===== config.mk =====
export PLATFORM = sky130hd
export DESIGN_NAME = module_demux_iq_pair
export DESIGN_NICKNAME = d
export VERILOG_FILES = /design/src/rtl/module_demux_iq_pair.sv
export SDC_FILE = /design/constraint.sdc
export NUM_CORES = 1
export LEC_CHECK = 0
export ABC_AREA = 1
export CORE_UTILIZATION = 45
export DETAILED_ROUTE_END_ITERATION = 12
export GPL_TIMING_DRIVEN = 0
export PLACE_DENSITY = 0.75
export SYNTH_ARGS = -nofsm -noshare
export SYNTH_HDL_FRONTEND = slang
export SYNTH_SLANG_ARGS = --single-unit
export TNS_END_PERCENT = 50

===== constraint.sdc =====
create_clock -name CLK -period 3.8 [get_ports CLK]
set_input_delay 0.76 -clock CLK [delete_from_list [all_inputs] [get_ports CLK]]
set_output_delay 0.76 -clock CLK [all_outputs]
set_load 0.03 [all_outputs]

===== src/rtl/module_demux_iq_pair.sv =====
// Re-pairs a time-multiplexed I/Q beat stream into one parallel I/Q word and flags pairing faults.
// Optional MODULE_DEMUX_IQ_ROUND_EN selects round-half-up width conversion instead of truncation.
module module_demux_iq_pair #(
    parameter int INPUT_WIDTH  = 24,
    parameter int OUTPUT_WIDTH = 24,
    parameter int PAIR_TIMEOUT = 28
) (
    input  logic                    CLK,
    input  logic                    nRST,
    input  logic [INPUT_WIDTH-1:0]  Data_In,
    input  logic                    Data_In_Valid,
    input  logic [3:0]              Data_In_ChIdx,
    output logic [OUTPUT_WIDTH-1:0] Data_I_Out,
    output logic [OUTPUT_WIDTH-1:0] Data_Q_Out,
    output logic                    Data_IQ_Valid,
    output logic                    Pair_Err,
    output logic [1:0]              Err_Code,
    output logic [7:0]              Err_Cnt,
    output logic [15:0]             Pair_Cnt
);

    typedef enum logic {IDLE = 1'b0, WAIT_Q = 1'b1} state_t;

    localparam logic [1:0] ERR_ORPHAN_Q = 2'b01;
    localparam logic [1:0] ERR_DUP_I    = 2'b10;
    localparam logic [1:0] ERR_TIMEOUT  = 2'b11;

    // Timer only ever holds 0..PAIR_TIMEOUT-1; expiry is the cycle it would reach PAIR_TIMEOUT.
    localparam int TIMER_W = (PAIR_TIMEOUT < 2) ? 1 : $clog2(PAIR_TIMEOUT);
    localparam logic [TIMER_W-1:0] TIMER_LAST = TIMER_W'((PAIR_TIMEOUT == 0) ? 0 : PAIR_TIMEOUT - 1);

`ifdef MODULE_DEMUX_IQ_ROUND_EN
    localparam int SHIFT = INPUT_WIDTH - OUTPUT_WIDTH;
    localparam logic [INPUT_WIDTH:0] ROUND_BIAS = (INPUT_WIDTH + 1)'((1 << SHIFT) >> 1);
`endif

    function automatic logic [OUTPUT_WIDTH-1:0] convert(input logic [INPUT_WIDTH-1:0] din);
`ifdef MODULE_DEMUX_IQ_ROUND_EN
        logic [INPUT_WIDTH:0] sum;
        // One guard bit catches the only overflow possible: a positive value rounding past max.
        sum = {din[INPUT_WIDTH-1], din} + ROUND_BIAS;
        if (sum[INPUT_WIDTH] != sum[INPUT_WIDTH-1])
            convert = {1'b0, {(OUTPUT_WIDTH-1){1'b1}}};
        else
            convert = sum[INPUT_WIDTH-1 -: OUTPUT_WIDTH];
`else
        convert = din[INPUT_WIDTH-1 -: OUTPUT_WIDTH];
`endif
    endfunction

    state_t                  state, state_nxt;
    logic [TIMER_W-1:0]      timer, timer_nxt;
    logic [OUTPUT_WIDTH-1:0] i_hold, i_hold_nxt;
    logic [OUTPUT_WIDTH-1:0] i_out_nxt, q_out_nxt;
    logic                    iq_valid_nxt, pair_err_nxt;
    logic [1:0]              err_code_nxt;
    logic [7:0]              err_cnt_nxt;
    logic [15:0]             pair_cnt_nxt;

    logic is_i, is_q, timeout_hit;

    assign is_i        = Data_In_Valid && (Data_In_ChIdx == 4'd1);
    assign is_q        = Data_In_Valid && (Data_In_ChIdx == 4'd2);
    assign timeout_hit = (PAIR_TIMEOUT != 0) && (timer == TIMER_LAST);

    always_comb begin
        // NOTE: every target is given a default first, so no branch can leave a latch behind.
        state_nxt    = state;
        timer_nxt    = timer;
        i_hold_nxt   = i_hold;
        i_out_nxt    = Data_I_Out;
        q_out_nxt    = Data_Q_Out;
        iq_valid_nxt = 1'b0;
        pair_err_nxt = 1'b0;
        err_code_nxt = Err_Code;
        err_cnt_nxt  = Err_Cnt;
        pair_cnt_nxt = Pair_Cnt;

        case (state)
            IDLE: begin
                if (is_i) begin
                    i_hold_nxt = convert(Data_In);
                    timer_nxt  = '0;
                    state_nxt  = WAIT_Q;
                end else if (is_q) begin
                    pair_err_nxt = 1'b1;
                    err_code_nxt = ERR_ORPHAN_Q;
                end
            end
            WAIT_Q: begin
                // Beats win over a coincident expiry, so they are tested first.
                if (is_q) begin
                    i_out_nxt    = i_hold;
                    q_out_nxt    = convert(Data_In);
                    iq_valid_nxt = 1'b1;
                    pair_cnt_nxt = Pair_Cnt + 16'd1;
                    timer_nxt    = '0;
                    state_nxt    = IDLE;
                end else if (is_i) begin
                    pair_err_nxt = 1'b1;
                    err_code_nxt = ERR_DUP_I;
                    i_hold_nxt   = convert(Data_In);
                    timer_nxt    = '0;
                end else if (timeout_hit) begin
                    pair_err_nxt = 1'b1;
                    err_code_nxt = ERR_TIMEOUT;
                    timer_nxt    = '0;
                    state_nxt    = IDLE;
                end else if (PAIR_TIMEOUT != 0) begin
                    timer_nxt = timer + TIMER_W'(1);
                end
            end
        endcase

        if (pair_err_nxt && (Err_Cnt != 8'hFF))
            err_cnt_nxt = Err_Cnt + 8'd1;
    end

    // NOTE: sequential state uses non-blocking assignments so every register samples pre-edge values.
    always_ff @(posedge CLK or negedge nRST) begin
        if (!nRST) begin
            state         <= IDLE;
            timer         <= '0;
            i_hold        <= '0;
            Data_I_Out    <= '0;
            Data_Q_Out    <= '0;
            Data_IQ_Valid <= 1'b0;
            Pair_Err      <= 1'b0;
            Err_Code      <= 2'b00;
            Err_Cnt       <= 8'd0;
            Pair_Cnt      <= 16'd0;
        end else begin
            state         <= state_nxt;
            timer         <= timer_nxt;
            i_hold        <= i_hold_nxt;
            Data_I_Out    <= i_out_nxt;
            Data_Q_Out    <= q_out_nxt;
            Data_IQ_Valid <= iq_valid_nxt;
            Pair_Err      <= pair_err_nxt;
            Err_Code      <= err_code_nxt;
            Err_Cnt       <= err_cnt_nxt;
            Pair_Cnt      <= pair_cnt_nxt;
        end
    end

endmodule


==> summary.md <==
| Metric | Value |
|---|---|
| Max-slew violation count | `0` |
| Post-synthesis mux area share | `0` |
| Placed Cells | `780` |
| Final wirelength | `10800 um` |
| Cells after Synth | `between 500 and 600` |
| Row cnt | `36` |
| Die ar. | `around 11000 um2` |
| Final std cells w/o fill | `796` |
| Antenna Cells | `0` |
| CTS Buf Count | `9` |
| Clock skew | `just under 0.006 ns` |
| CTS H-tree lvls | `3` |
| Maximum vdd drop | `0.306 mV` |
| Max-slew headroom | `0.650` |
| WP data required | `3.04 ns` |
| Detailed Route Iter0 Violations | `between 150 and 200` |
| Yosys cell types | `25` |
| Hold crit path type | `in2async` |
| Die height | `103 um` |
| Period minus WS final | `between 2 and 2.5 ns` |
| Number of flops mapped to enable cells by yosys | `0` |
| Max Cap Viol | `0` |
| Dpl cell area | `5850 um2` |
| RSZ-0062 raised after global routing | `no` |
| Setup Buffers After CTS | `0` |
| Cell Chain, Critical Path | `clkdlybuf4s50_1` |
| Worst Setup Start Kind | `flip-flop` |
| Post-synthesis adder-cell area fraction | `0.00816` |
| Setup TNS | `0 ns` |
| Bufs on Longest Clock Path | `2` |
| Antenna-violating nets left | `0` |
| Vias in the first global route | `between 3000 and 4000` |
| Worst EP arrival | `1.58 ns` |
| Final period utilization | `0.616` |
| Clk_lat worst skew | `0.36 ns` |
| Cell Pwr Density | `566 nW/um2` |
| Die width | `103 um` |
| CTS tree | `done` |
| TritonRoute pass-1 iters | `4` |
| Routed vias | `between 3000 and 4000` |
| Vias/cell | `4.84` |
| Final instance area | `6080 um2` |
| Critical path fanouts, max | `6` |
| Worst-Margin Slew | `approximately 0.52 ns` |
| Core area | `9820 um2` |
| Leading area contributor after synthesis | `dfrtp_1` |
| Critical path endpoint category | `output port` |
| Post-synth top cells | `nand2_1, dfrtp_1, inv_1` |
| Tot GR Track Use | `0.226` |
| Largest net degree at the start of global routing | `68` |
| Main combinational cell family by area after synthesis | `simple AND/OR/NAND/NOR gates` |
| Final net count | `692` |
| Post-cts gate resize count | `0` |
| Pleak | `3.07 nW` |
| Reg clk slew, reported paths | `0.10 ns` |
| Syn_nets | `574` |
| # IOs | `~110` |
| Post-synth ARST share | `1.00` |
| Largest cells by area after synthesis | `dfrtp_1, nand2_1, inv_1` |
| CP max stage delay | `0.73 ns` |
| Initial antenna violation count | `0` |
| Detailed placement HPWL | `between 7000 and 8000 um` |
| Slowest cell on the critical path | `clkdlybuf4s50_1` |
| Main synth FF type | `dfrtp_1` |
| Top delay family on crit path | `buffers and inverters` |
| # hold bufs at CTS | `0` |
| Layout cells sized above 1 | `0.0830` |
| DRC Markers | `0` |
| Starting Density | `0.468` |
| Xor/xnor cell area share of the yosys netlist | `0.0267` |
| Register bit count reported by yosys | `approximately 110` |
| Root buffer cell | `clkbuf_8` |
| CP Class | `reg2out` |
| Synthesis warning total | `0` |
| Status | `finished clean` |
| IO buf count | `106` |
| Setup violations, final | `0` |
| Maximum clock frequency | `around 0.43 GHz` |
| Area fraction in compound gates after synthesis | `0.0414` |
| Bufs and invs on worst path | `1` |
| Grt ovf | `0` |
| Synth Area in Simple Gates | `0.292` |
| Mapped Area | `4600 um2` |
| Syn_area_per_cell | `~8.5 um2` |
| Area share of the largest cell type after synthesis | `0.577` |
| Drt wl/cell | `about 14 um` |
| Power Total | `3.44 mW` |
| Top-count cell post-synth | `nand2_1` |
| Synthesis-to-layout area growth | `32.2%` |
| CTS sink count | `106` |
| Register area share after synthesis | `0.577` |
| Final hold viol count | `0` |
| First-pass GRT wire length | `18200 um` |
| GP Congestion | `approximately 0.91` |
[per-layer routing]
layer | part of all wire | wire length, um | track usage
met5 | 0 | 0 | 0
met4 | 0.022 | 243 | 0.0888
met3 | 0.063 | 681 | 0.0468
met2 | 0.48 | 5200 | 0.375
met1 | 0.43 | 4680 | 0.293
[cell type report]
type,count,area [um2]
fillers,889,3740
plain buffers,18,97.6
clock inverters,6,88.8
well taps,133,166
multi-input cells,375,1690
clock buffers,10,138
repair buffers,107,1090
flip-flops and latches,106,2650
inverters,41,154
[worst paths after layout]
| kind | from | end | slack, ns | cells past startpoint |
|---|---|---|---|---|
| min | nRST | Data_Q_Out[1]$_DFFE_PN0P_ | 0.36 | 1 |
| max | Pair_Cnt[3]$_DFFE_PN0P_ | Pair_Cnt[3] | 1.46 | 1 |
| min in group CLK | i_hold[16]$_DFFE_PN0P_ | Data_I_Out[16]$_DFFE_PN0P_ | 0.48 | 2 |
| max reg2reg | Err_Cnt[0]$_DFFE_PN0P_ | Err_Cnt[1]$_DFFE_PN0P_ | 2.20 | 7 |
| max in group asynchronous | nRST | i_hold[11]$_DFFE_PN0P_ | 2.75 | 2 |
| min reg2reg | i_hold[16]$_DFFE_PN0P_ | Data_I_Out[16]$_DFFE_PN0P_ | 0.48 | 2 |
[flip-flops by register name, summed over array words and instances (netlist names)]
register,count
Err_Cnt,8
Data_IQ_Valid,1
timer,5
i_hold,24
Data_Q_Out,24
Pair_Cnt,16
state,1
Err_Code,2
Data_I_Out,24
Pair_Err,1
[placed cells by master, fill, tap and decap left out, types with 15 or more instances in the layout]
master           instances
nand2_1                249
dfrtp_1                106
clkdlybuf4s50_1        105
inv_1                   34
nor2_1                  29
o21ai_0                 21
nand3_1                 16
o21ai_1                 16
buf_2                   15
[where the power goes]
group / leakage, nW / switching, mW / internal (mW) / total, mW
clock: 0.114 / 0.390 / 0.392 / 0.782
sequential: 1.36 / 0.164 / 1.37 / 1.54
combinational: 1.59 / 0.668 / 0.456 / 1.12
total: 3.07 / 1.22 / 2.22 / 3.44
[through the flow]
step / setup WS (ns) / util / hold WS (ns)
2_1_floorplan: 2.15 / - / 0.442
3_3_place_gp: -1.94 / 0.593 / 0.454
3_5_place_dp: 1.50 / 0.596 / 0.462
4_1_cts: 1.45 / 0.619 / 0.374
5_1_grt: 1.40 / 0.619 / 0.384
6_report: 1.46 / 0.619 / 0.361
[cells by family (layout without fill, tap and decap cells)]
group	count (synthesis)	after routing
fa+ha+maj	3	3
compound gates	38	38
xor+xnor	14	14
flops	106	106
buf+inv	59	182
simple gates	320	320
Note: power is estimated with default switching activity, not from simulation.
